[config.mk]
export PLATFORM = sky130hd
export DESIGN_NAME = regfile_wr_sched_flat
export DESIGN_NICKNAME = d
export VERILOG_FILES = /design/src/rtl/regfile_wr_sched_if.sv /design/src/rtl/regfile_wr_sched.sv /design/src/flat_wrapper.sv
export SDC_FILE = /design/constraint.sdc
export NUM_CORES = 1
export LEC_CHECK = 0
export BUFFER_PORTS_ARGS = -buffer_cell sky130_fd_sc_hd__buf_4
export CORE_UTILIZATION = 25
export CTS_CLUSTER_DIAMETER = 80
export DETAILED_ROUTE_END_ITERATION = 10
export GPL_TIMING_DRIVEN = 1
export PLACE_DENSITY = 0.55
export SKIP_LAST_GASP = 1
export SLEW_MARGIN = 40
export SYNTH_ARGS = -nofsm -noshare
export SYNTH_HDL_FRONTEND = slang
export SYNTH_SLANG_ARGS = --single-unit
[constraint.sdc]
create_clock -name clk -period 2.1 [get_ports clk]
set_input_delay 0.105 -clock clk [delete_from_list [all_inputs] [get_ports clk]]
set_output_delay 0.105 -clock clk [all_outputs]
set_load 0.02 [all_outputs]
[src/rtl/regfile_wr_sched_if.sv]
// Writeback, issue and decode-side signal bundle for regfile_wr_sched.
// The slave modport is the scheduler's view; the master modport is the
// view of whatever drives the requesters and consumes the write port.
interface regfile_wr_sched_if #(
  parameter int CW = 16
);
  // Pipeline writeback (never back-pressured)
  logic          wb_valid;
  logic [4:0]    wb_addr;
  logic [31:0]   wb_data;
  // Multiply/divide writeback handshake
  logic          md_valid;
  logic [4:0]    md_addr;
  logic [31:0]   md_data;
  logic          md_ready;
  // Load-return writeback handshake
  logic          ld_valid;
  logic [4:0]    ld_addr;
  logic [31:0]   ld_data;
  logic          ld_ready;
  // Long-latency issue and scoreboard query
  logic          issue_en;
  logic [4:0]    issue_addr;
  logic          issue_busy;
  // Decode-stage source operands
  logic [4:0]    raddr_A;
  logic [4:0]    raddr_B;
  logic          stall;
  // Registered register-file write port
  logic          rf_we;
  logic [4:0]    rf_waddr;
  logic [31:0]   rf_wdata;
  // Blocked-requester cycle counter
  logic [CW-1:0] stall_cnt;

  modport slave (
    input  wb_valid, wb_addr, wb_data,
    input  md_valid, md_addr, md_data,
    output md_ready,
    input  ld_valid, ld_addr, ld_data,
    output ld_ready,
    input  issue_en, issue_addr,
    output issue_busy,
    input  raddr_A, raddr_B,
    output stall,
    output rf_we, rf_waddr, rf_wdata,
    output stall_cnt
  );

  modport master (
    output wb_valid, wb_addr, wb_data,
    output md_valid, md_addr, md_data,
    input  md_ready,
    output ld_valid, ld_addr, ld_data,
    input  ld_ready,
    output issue_en, issue_addr,
    input  issue_busy,
    output raddr_A, raddr_B,
    input  stall,
    input  rf_we, rf_waddr, rf_wdata,
    input  stall_cnt
  );
endinterface

[src/rtl/regfile_wr_sched.sv]
// Register-file write scheduler with pending-register scoreboard.
// Pipeline writeback always wins the single write port; multiply/divide and
// load returns share the remaining slot round-robin. A scoreboard of pending
// bits tracks long-latency destinations and stalls decode on a hazard.
module regfile_wr_sched #(
  parameter int NREG = 16,
  parameter int CW   = 16
) (
  input  logic               clk,
  input  logic               rst,
  regfile_wr_sched_if.slave  bus
);

  typedef enum logic [1:0] {
    GNT_NONE,
    GNT_MD,
    GNT_LD
  } grant_e;

  typedef enum logic {
    LAST_MD,
    LAST_LD
  } last_e;

  // True when the address names an implemented, writable register.
  function automatic logic addr_ok(input logic [4:0] a);
    return (a != 5'd0) && (int'(a) < NREG);
  endfunction

  // Pending bit of an address; register 0 and unimplemented addresses read 0.
  function automatic logic pend_at(input logic [NREG-1:0] p, input logic [4:0] a);
    logic hit;
    hit = 1'b0;
    for (int i = 1; i < NREG; i++) begin
      if (int'(a) == i) hit = p[i];
    end
    return hit;
  endfunction

  // State
  last_e          last_q,      last_d;
  logic [NREG-1:0] pending_q,  pending_d;
  logic           rf_we_q,     rf_we_d;
  logic [4:0]     rf_waddr_q,  rf_waddr_d;
  logic [31:0]    rf_wdata_q,  rf_wdata_d;
  logic [CW-1:0]  stall_cnt_q, stall_cnt_d;

  // Combinational handshake terms
  grant_e grant;
  logic   md_ready_w;
  logic   ld_ready_w;
  logic   md_acc;
  logic   ld_acc;
  logic   blocked;

  // Round-robin pick between md and ld; wb is applied on top via ready.
  always_comb begin
    // NOTE: assign a default first on every path so no latch is inferred.
    grant = GNT_NONE;
    if (bus.md_valid && bus.ld_valid) begin
      grant = (last_q == LAST_LD) ? GNT_MD : GNT_LD;
    end else if (bus.md_valid) begin
      grant = GNT_MD;
    end else if (bus.ld_valid) begin
      grant = GNT_LD;
    end
  end

  assign md_ready_w = !rst && !bus.wb_valid && bus.md_valid && (grant == GNT_MD);
  assign ld_ready_w = !rst && !bus.wb_valid && bus.ld_valid && (grant == GNT_LD);
  assign md_acc     = bus.md_valid && md_ready_w;
  assign ld_acc     = bus.ld_valid && ld_ready_w;
  assign blocked    = (bus.md_valid && !md_ready_w) || (bus.ld_valid && !ld_ready_w);

  // Next-state: write-port mux, grant pointer, scoreboard and stall counter.
  always_comb begin
    last_d      = last_q;
    pending_d   = pending_q;
    rf_we_d     = 1'b0;
    rf_waddr_d  = rf_waddr_q;
    rf_wdata_d  = rf_wdata_q;
    stall_cnt_d = stall_cnt_q;

    if (bus.wb_valid) begin
      rf_we_d    = addr_ok(bus.wb_addr);
      rf_waddr_d = bus.wb_addr;
      rf_wdata_d = bus.wb_data;
    end else if (md_acc) begin
      rf_we_d    = addr_ok(bus.md_addr);
      rf_waddr_d = bus.md_addr;
      rf_wdata_d = bus.md_data;
      last_d     = LAST_MD;
    end else if (ld_acc) begin
      rf_we_d    = addr_ok(bus.ld_addr);
      rf_waddr_d = bus.ld_addr;
      rf_wdata_d = bus.ld_data;
      last_d     = LAST_LD;
    end

    // Clears first, then the issue set, so a same-address set wins.
    for (int i = 1; i < NREG; i++) begin
      if (md_acc && (int'(bus.md_addr) == i))       pending_d[i] = 1'b0;
      if (ld_acc && (int'(bus.ld_addr) == i))       pending_d[i] = 1'b0;
      if (bus.issue_en && (int'(bus.issue_addr) == i)) pending_d[i] = 1'b1;
    end

    if (blocked && (stall_cnt_q != {CW{1'b1}})) begin
      stall_cnt_d = stall_cnt_q + CW'(1);
    end
  end

  // State registers with asynchronous active-high reset.
  always_ff @(posedge clk or posedge rst) begin
    if (rst) begin
      last_q      <= LAST_LD;
      // NOTE: the scoreboard is a flop vector, not a RAM, so it is reset
      // like any other state; a dangling pending bit would stall forever.
      pending_q   <= '0;
      rf_we_q     <= 1'b0;
      rf_waddr_q  <= '0;
      rf_wdata_q  <= '0;
      stall_cnt_q <= '0;
    end else begin
      // NOTE: non-blocking assignments keep every flop sampling pre-edge values.
      last_q      <= last_d;
      pending_q   <= pending_d;
      rf_we_q     <= rf_we_d;
      rf_waddr_q  <= rf_waddr_d;
      rf_wdata_q  <= rf_wdata_d;
      stall_cnt_q <= stall_cnt_d;
    end
  end

  assign bus.md_ready   = md_ready_w;
  assign bus.ld_ready   = ld_ready_w;
  assign bus.issue_busy = pend_at(pending_q, bus.issue_addr);
  assign bus.stall      = pend_at(pending_q, bus.raddr_A) | pend_at(pending_q, bus.raddr_B);
  assign bus.rf_we      = rf_we_q;
  assign bus.rf_waddr   = rf_waddr_q;
  assign bus.rf_wdata   = rf_wdata_q;
  assign bus.stall_cnt  = stall_cnt_q;

endmodule
[src/flat_wrapper.sv]
// flat-port wrapper written by rule: the top's interface ports become plain ports
module regfile_wr_sched_flat 
#(
  parameter int NREG = 16,
  parameter int CW   = 16
)
  (clk, rst, bus_wb_valid, bus_wb_addr, bus_wb_data, bus_md_valid, bus_md_addr, bus_md_data, bus_md_ready, bus_ld_valid, bus_ld_addr, bus_ld_data, bus_ld_ready, bus_issue_en, bus_issue_addr, bus_issue_busy, bus_raddr_A, bus_raddr_B, bus_stall, bus_rf_we, bus_rf_waddr, bus_rf_wdata, bus_stall_cnt);
  regfile_wr_sched_if #(.CW(CW)) bus_i ();
  input  logic clk;
  input  logic rst;
  input wire logic [$bits(bus_i.wb_valid)-1:0] bus_wb_valid;
  input wire logic [$bits(bus_i.wb_addr)-1:0] bus_wb_addr;
  input wire logic [$bits(bus_i.wb_data)-1:0] bus_wb_data;
  input wire logic [$bits(bus_i.md_valid)-1:0] bus_md_valid;
  input wire logic [$bits(bus_i.md_addr)-1:0] bus_md_addr;
  input wire logic [$bits(bus_i.md_data)-1:0] bus_md_data;
  output wire logic [$bits(bus_i.md_ready)-1:0] bus_md_ready;
  input wire logic [$bits(bus_i.ld_valid)-1:0] bus_ld_valid;
  input wire logic [$bits(bus_i.ld_addr)-1:0] bus_ld_addr;
  input wire logic [$bits(bus_i.ld_data)-1:0] bus_ld_data;
  output wire logic [$bits(bus_i.ld_ready)-1:0] bus_ld_ready;
  input wire logic [$bits(bus_i.issue_en)-1:0] bus_issue_en;
  input wire logic [$bits(bus_i.issue_addr)-1:0] bus_issue_addr;
  output wire logic [$bits(bus_i.issue_busy)-1:0] bus_issue_busy;
  input wire logic [$bits(bus_i.raddr_A)-1:0] bus_raddr_A;
  input wire logic [$bits(bus_i.raddr_B)-1:0] bus_raddr_B;
  output wire logic [$bits(bus_i.stall)-1:0] bus_stall;
  output wire logic [$bits(bus_i.rf_we)-1:0] bus_rf_we;
  output wire logic [$bits(bus_i.rf_waddr)-1:0] bus_rf_waddr;
  output wire logic [$bits(bus_i.rf_wdata)-1:0] bus_rf_wdata;
  output wire logic [$bits(bus_i.stall_cnt)-1:0] bus_stall_cnt;
  assign bus_i.wb_valid = bus_wb_valid;
  assign bus_i.wb_addr = bus_wb_addr;
  assign bus_i.wb_data = bus_wb_data;
  assign bus_i.md_valid = bus_md_valid;
  assign bus_i.md_addr = bus_md_addr;
  assign bus_i.md_data = bus_md_data;
  assign bus_md_ready = bus_i.md_ready;
  assign bus_i.ld_valid = bus_ld_valid;
  assign bus_i.ld_addr = bus_ld_addr;
  assign bus_i.ld_data = bus_ld_data;
  assign bus_ld_ready = bus_i.ld_ready;
  assign bus_i.issue_en = bus_issue_en;
  assign bus_i.issue_addr = bus_issue_addr;
  assign bus_issue_busy = bus_i.issue_busy;
  assign bus_i.raddr_A = bus_raddr_A;
  assign bus_i.raddr_B = bus_raddr_B;
  assign bus_stall = bus_i.stall;
  assign bus_rf_we = bus_i.rf_we;
  assign bus_rf_waddr = bus_i.rf_waddr;
  assign bus_rf_wdata = bus_i.rf_wdata;
  assign bus_stall_cnt = bus_i.stall_cnt;
  regfile_wr_sched #(.NREG(NREG), .CW(CW)) u_core (.clk(clk), .rst(rst), .bus(bus_i));
endmodule
* Word level (Yosys, flattened, before mapping)
Cells that the tools add are included.
** Word-level totals
- Register bits after elaboration :: 70
- Latch bits :: 0
- Bits in writable memories :: 0
- Memory bits (read-only) :: 0
- Bits of input ports :: 132
- Output and inout bits :: 58
- Word-level logic and storage cells :: 294
- Memories :: 0
** Operators by class
- Add/subtract/negate cells :: 1
- $mul :: 0
- Divide/modulo/power cells :: 0
- Magnitude comparators :: 3
- Equality and inequality tests :: 78
- Shifts and indexed selects :: 0
- Muxes and demuxes :: 105
- Bitwise operators :: 2
- Reductions and logical operators :: 85
** Operators with widths (count)
- equality test 5 bit (second input constant) :: 40
- equality test 5 x 4 -> 1 bit (second input constant) :: 20
- two-way mux 32 bit :: 3
- two-way mux 1 bit :: 95
- logical AND 1 bit :: 59
- equality test 5 x 3 -> 1 bit (second input constant) :: 10
- nonzero test 3 bit :: 16
- equality test 5 x 2 -> 1 bit (second input constant) :: 5
- adder 16 x 1 -> 16 bit (second input constant) :: 1
- != test 16 bit (second input constant) :: 1
- < comparator 5 bit (second input constant) :: 3
- two-way mux 5 bit :: 3
- nonzero test 5 bit :: 3
- two-way mux 2 bit :: 4
- zero test 1 bit :: 4
- equality test 2 x 1 -> 1 bit (second input constant) :: 1
- equality test 2 bit (second input constant) :: 1
- AND reduction 2 bit :: 1
- nonzero test 2 bit :: 1
- logical OR 1 bit :: 1
- inverter 1 bit :: 1
- OR 1 bit :: 1

* Logic depth before layout (Yosys ltp)
- Word-level depth :: 17
- Mapped depth :: 8
- Gate-level depth less buffers :: 6

* Worst setup path after synthesis
Ideal clock, no wire load.
- Path kind :: flip-flop to flip-flop
- Start point :: reg u_core.stall_cnt_q[0] (netlist: u_core.bus.stall_cnt[0])
- End point :: reg u_core.stall_cnt_q[6] (netlist: u_core.bus.stall_cnt[6])
- Arrival time :: 1661 ps
- Slack :: 360 ps
- Stages on the path, launching flop included :: 7
- Buffers on the path :: 0
- Period minus slack after synthesis :: 1740 ps
- Path through :: dfrtp_1 ha_1 nand2_1 a211oi_2 o21a_1 and3_1 xor2_1
** Between the ends
- Cells in the longest elaborated chain, start to end :: 2
** Ends and longest elaborated chain
- start: declaration :: line regfile_wr_sched.sv:46 : logic [CW-1:0] stall_cnt_q, stall_cnt_d;
- start signal: assignment :: line regfile_wr_sched.sv:130 : stall_cnt_q <= stall_cnt_d;
- branches (longest 2 deep; another with adder 16 x 1 -> 16 bit)
Parallel ways; which one is timed is not known.
A chain may end at the register's enable or synchronous reset.

* Final worst setup path
- Start point :: reg u_core.pending_q[5]
- End point :: out bus_stall
** Between the ends
- Cells in the longest elaborated chain, start to end :: 12
** Ends and longest elaborated chain
- start: declaration :: line regfile_wr_sched.sv:42 : logic [NREG-1:0] pending_q, pending_d;
- start signal: assignment :: line regfile_wr_sched.sv:126 : pending_q <= pending_d;
- two-way mux 1 bit (11 in a row) :: line regfile_wr_sched.sv:35 : if (int'(a) == i) hit = p[i];
- OR 1 bit (*) :: line regfile_wr_sched.sv:137 : assign bus.stall = pend_at(pending_q, bus.raddr_A) | pend_at(pending_q, bus.raddr_B);
- end: declaration :: line flat_wrapper.sv:27 : output wire logic [$bits(bus_i.stall)-1:0] bus_stall;
Every way passes the cells marked *; elsewhere a longest branch is shown, timed or not.

==> summary.md <==
| Metric | Value |
|---|---|
| Largest net degree at the start of global routing | 65 |
| Largest area contributor in the netlist | dfrtp_1 |
| Syn Nets | 584 |
| Synth Register Bits | 70 |
| Max_cap viols | 0 |
| Gr usage total | 0.1727 |
| Routability congestion estimate | 0.8985 |
| DR vias/cell | between 5 and 6 |
| DR iter-0 viols | 309 |
| Share of Yosys cell area claimed by the top area cell type | 0.4010 |
| HP Start | bus_ld_addr[4] |
| RSZ-0062 raised after global routing | true |
| Ys flop type | dfrtp_1 |
| Post-placement cell area | 5958 um2 |
| Clock Latency Late Sink | 340 ps |
| Slew HR | 0.5423 |
| Clk sink count | 70 |
| H-tree levels | 3 |
| Routed wirelength normalized by instance count | 16.86 um |
| Critical Path AT | between 2000 and 2500 ps |
| Setup CP Type | reg -> out |
| Syn Area/Cell | 9.546 um2 |
| CTS Buffer Depth | 2 |
| Async SR Flop Fraction | 1.000 |
| Routed WL | 15190 um |
| Clock-pin slew on the worst setup and hold paths | 60 ps |
| Num CTS Buffers | 9 |
| LEAKAGE | 3.378 nW |
| Hold path endpoint | u_core.bus.rf_waddr[4] |
| Post-DP HPWL | 11070 um |
| # DRC | 0 |
| Chip height | 133.2 um |
| M1 GR Usage | 0.2009 |
| Final ANT Viol Nets | 0 |
| RR Startpoint | u_core.last_q |
| Layout Cell Area excl Fill | 6730 um2 |
| Critical Path Fanout Max | 4 |
| Total core area | roughly 17000 um2 |
| Vias in the first global route | 4607 |
| Synth Instances | around 450 |
| Worst Slack Setup Final | -44.10 ps |
| Final std cells w/o fill | 901 |
| Layout area overhead | 56.32% |
| Starting Density | 0.2578 |
| Met3 Use GR | 0.04414 |
| CP endpoint kind | output port |
| Power Dens Cells | 758.8 nW/um2 |
| Yosys warns | 0 |
| Max Clock Freq | 0.4664 GHz |
| GRT overflow | 0 |
| Ratio of final minimum period to clock period | 1.021 |
| Grt met2 use | 0.3005 |
| FF-to-FF path depth | 6 |
| Layout cell share with drive strength beyond 1 | 0.3465 |
| Status | finished with violations |
| CTS Root Cell | clkbuf_16 |
| Final min period | about 2100 ps |
| Die W | 133.2 um |
| Final Hold Viols | 0 |
| Startpoint types | flip-flop |
| Final-stage net count | 809 |
| Seq/Total Area, Yosys | 0.4071 |
| Failing checks | setup timing |
| I/O Buffers | 189 |
| # setup viols final | 1 |
| Total negative slack | -44.10 ps |
| # IOs | 190 |
| First-pass DRT Iterations | 4 |
| Critical Path RT | ~2000 ps |
| Clock skew | 7.974 ps |
| Via count | 4582 |
| Worst-margin pin slew | 685.1 ps |
| Cell variety after synth | between 50 and 60 |
| Post-synth top cells | dfrtp_1, mux2i_1, a21oi_1 |
| Pre-CTS WS | 223.4 ps |
| Die area | 17750 um2 |
| EDFF count, synth | 0 |
| Placed Cells | roughly 840 |
| Synth area leaders | dfrtp_1, mux2i_1, a21o_1, a21oi_1, o21ai_0 |
| Initial antenna violation count | 0 |
| CTS tree | yes |
| First-pass GRT wire length | ~24000 um |
| Peak VDD IR | 872.5 uV |
| Most frequent cell after synthesis | dfrtp_1 |
| Max-slew violations | 0 |
| R2r endpoint | u_core.bus.rf_wdata[2] |
| Worst Hold Class | in -> reg |
| Reg2Reg Setup Slack | approximately 240 ps |
| Antenna Cells | 0 |
| Final design utilization | 0.4030 |
| Site Rows | between 40 and 50 |
| Gr busiest metal | met2 |
| Cell Area, Synth | ~4300 um2 |
| Worst hold path depth | 3 |
-- power breakdown --
part,switching [W],internal [W]
Combinational,0.000731,0.000791
Clock,0.000593,0.00115
Sequential,0.000255,0.00158
-- metrics by stage --
stage	hold WS [ps]	total power (W)
2_1_floorplan	203.2	0.002569
4_1_cts	102.7	0.005140
3_5_place_dp	97.90	0.003277
5_1_grt	154.7	0.005372
3_3_place_gp	92.46	0.003241
6_report	103.6	0.005107
-- how the worst max path moves through the flow --
stage	startpoint	end	slack (ps)	depth (start not counted)
floorplan	rst	u_core.bus.rf_waddr[0]	230	1
global placement	u_core.pending_q[10]	bus_stall	280	6
detailed placement	u_core.last_q	u_core.bus.rf_wdata[2]	220	6
CTS	u_core.pending_q[7]	bus_stall	-50	6
global route	u_core.pending_q[6]	bus_stall	-120	6
finish	u_core.pending_q[5]	bus_stall	-40	6
-- flip-flops by register name, summed over array words and instances (netlist names) --
| name | flops |
|---|---|
| u_core.bus.stall_cnt | 16 |
| u_core.bus.rf_wdata | 32 |
| u_core.last_q | 1 |
| u_core.bus.rf_waddr | 5 |
| u_core.pending_q | 15 |
| u_core.bus.rf_we | 1 |
-- area by class of cell --
cell class	instances	area, um2
clock buffers	9	225.2
clock inverters	7	112.6
well taps	220	275.3
fillers	1707	9971
repair buffers	239	1906
inverters	10	37.54
multi-input cells	346	2416
flip-flops and latches	70	1758
-- cell usage in the layout, fill, tap and decap left out, types with 3 or more instances in the layout --
cell type and instances:
nor2b_1 14, nand3_1 26, o21ai_0 41, mux2i_1 43
bufinv_16 3, and2_1 4, mux4_2 5, and4_1 4
nor2_1 14, nand2b_1 4, nor3_1 3, clkinv_2 3
xnor2_1 3, inv_1 9, nand2_1 23, a21oi_1 42
a32o_1 14, o221ai_1 4, dlygate4sd3_1 38, dfrtp_2 4
clkbuf_16 9, a31oi_1 5, buf_4 199, a21o_1 33
o21a_1 3, and3_1 8, nand4_1 8, dfrtp_1 65
and3b_1 3, xor2_1 5
-- worst max-delay path, stage by stage, from the launching register on --
cell and delay (ps):
dfrtp_2 450, mux4_2 440, nand2b_1 150, o211ai_1 100, nand3_1 100, or3_1 330
buf_6 140
-- per-layer routing --
metal,routed length [um],share of wire
met2,7745,0.51
met4,435,0.029
met5,0,0
met1,6040,0.40
met3,967,0.064
-- timing repair --
action | in CTS | in global routing
gates resized for setup | 1 | 4
buffers inserted | 4 | 2
hold buffers | 38 | 0
setup endpoints to repair | 1 | 1
endpoints found under the hold margin | 47 | 0
pin swaps | 0 | 1
-- cell families (layout without fill, tap and decap cells) --
kind of cell | after synthesis | after routing | share of synthesized area
XOR/XNOR | 8 | 8 | 0.01627
adder cells (fa/ha/maj) | 1 | 1 | 0.002906
AND/OR/NAND/NOR | 124 | 124 | 0.1593
buffers and inverters | 35 | 265 | 0.03313
multiplexers | 52 | 52 | 0.1366
AO/OA/AOI/OAI | 161 | 161 | 0.2447
flip-flops | 70 | 70 | 0.4072
(Power assumes the default switching activity.)
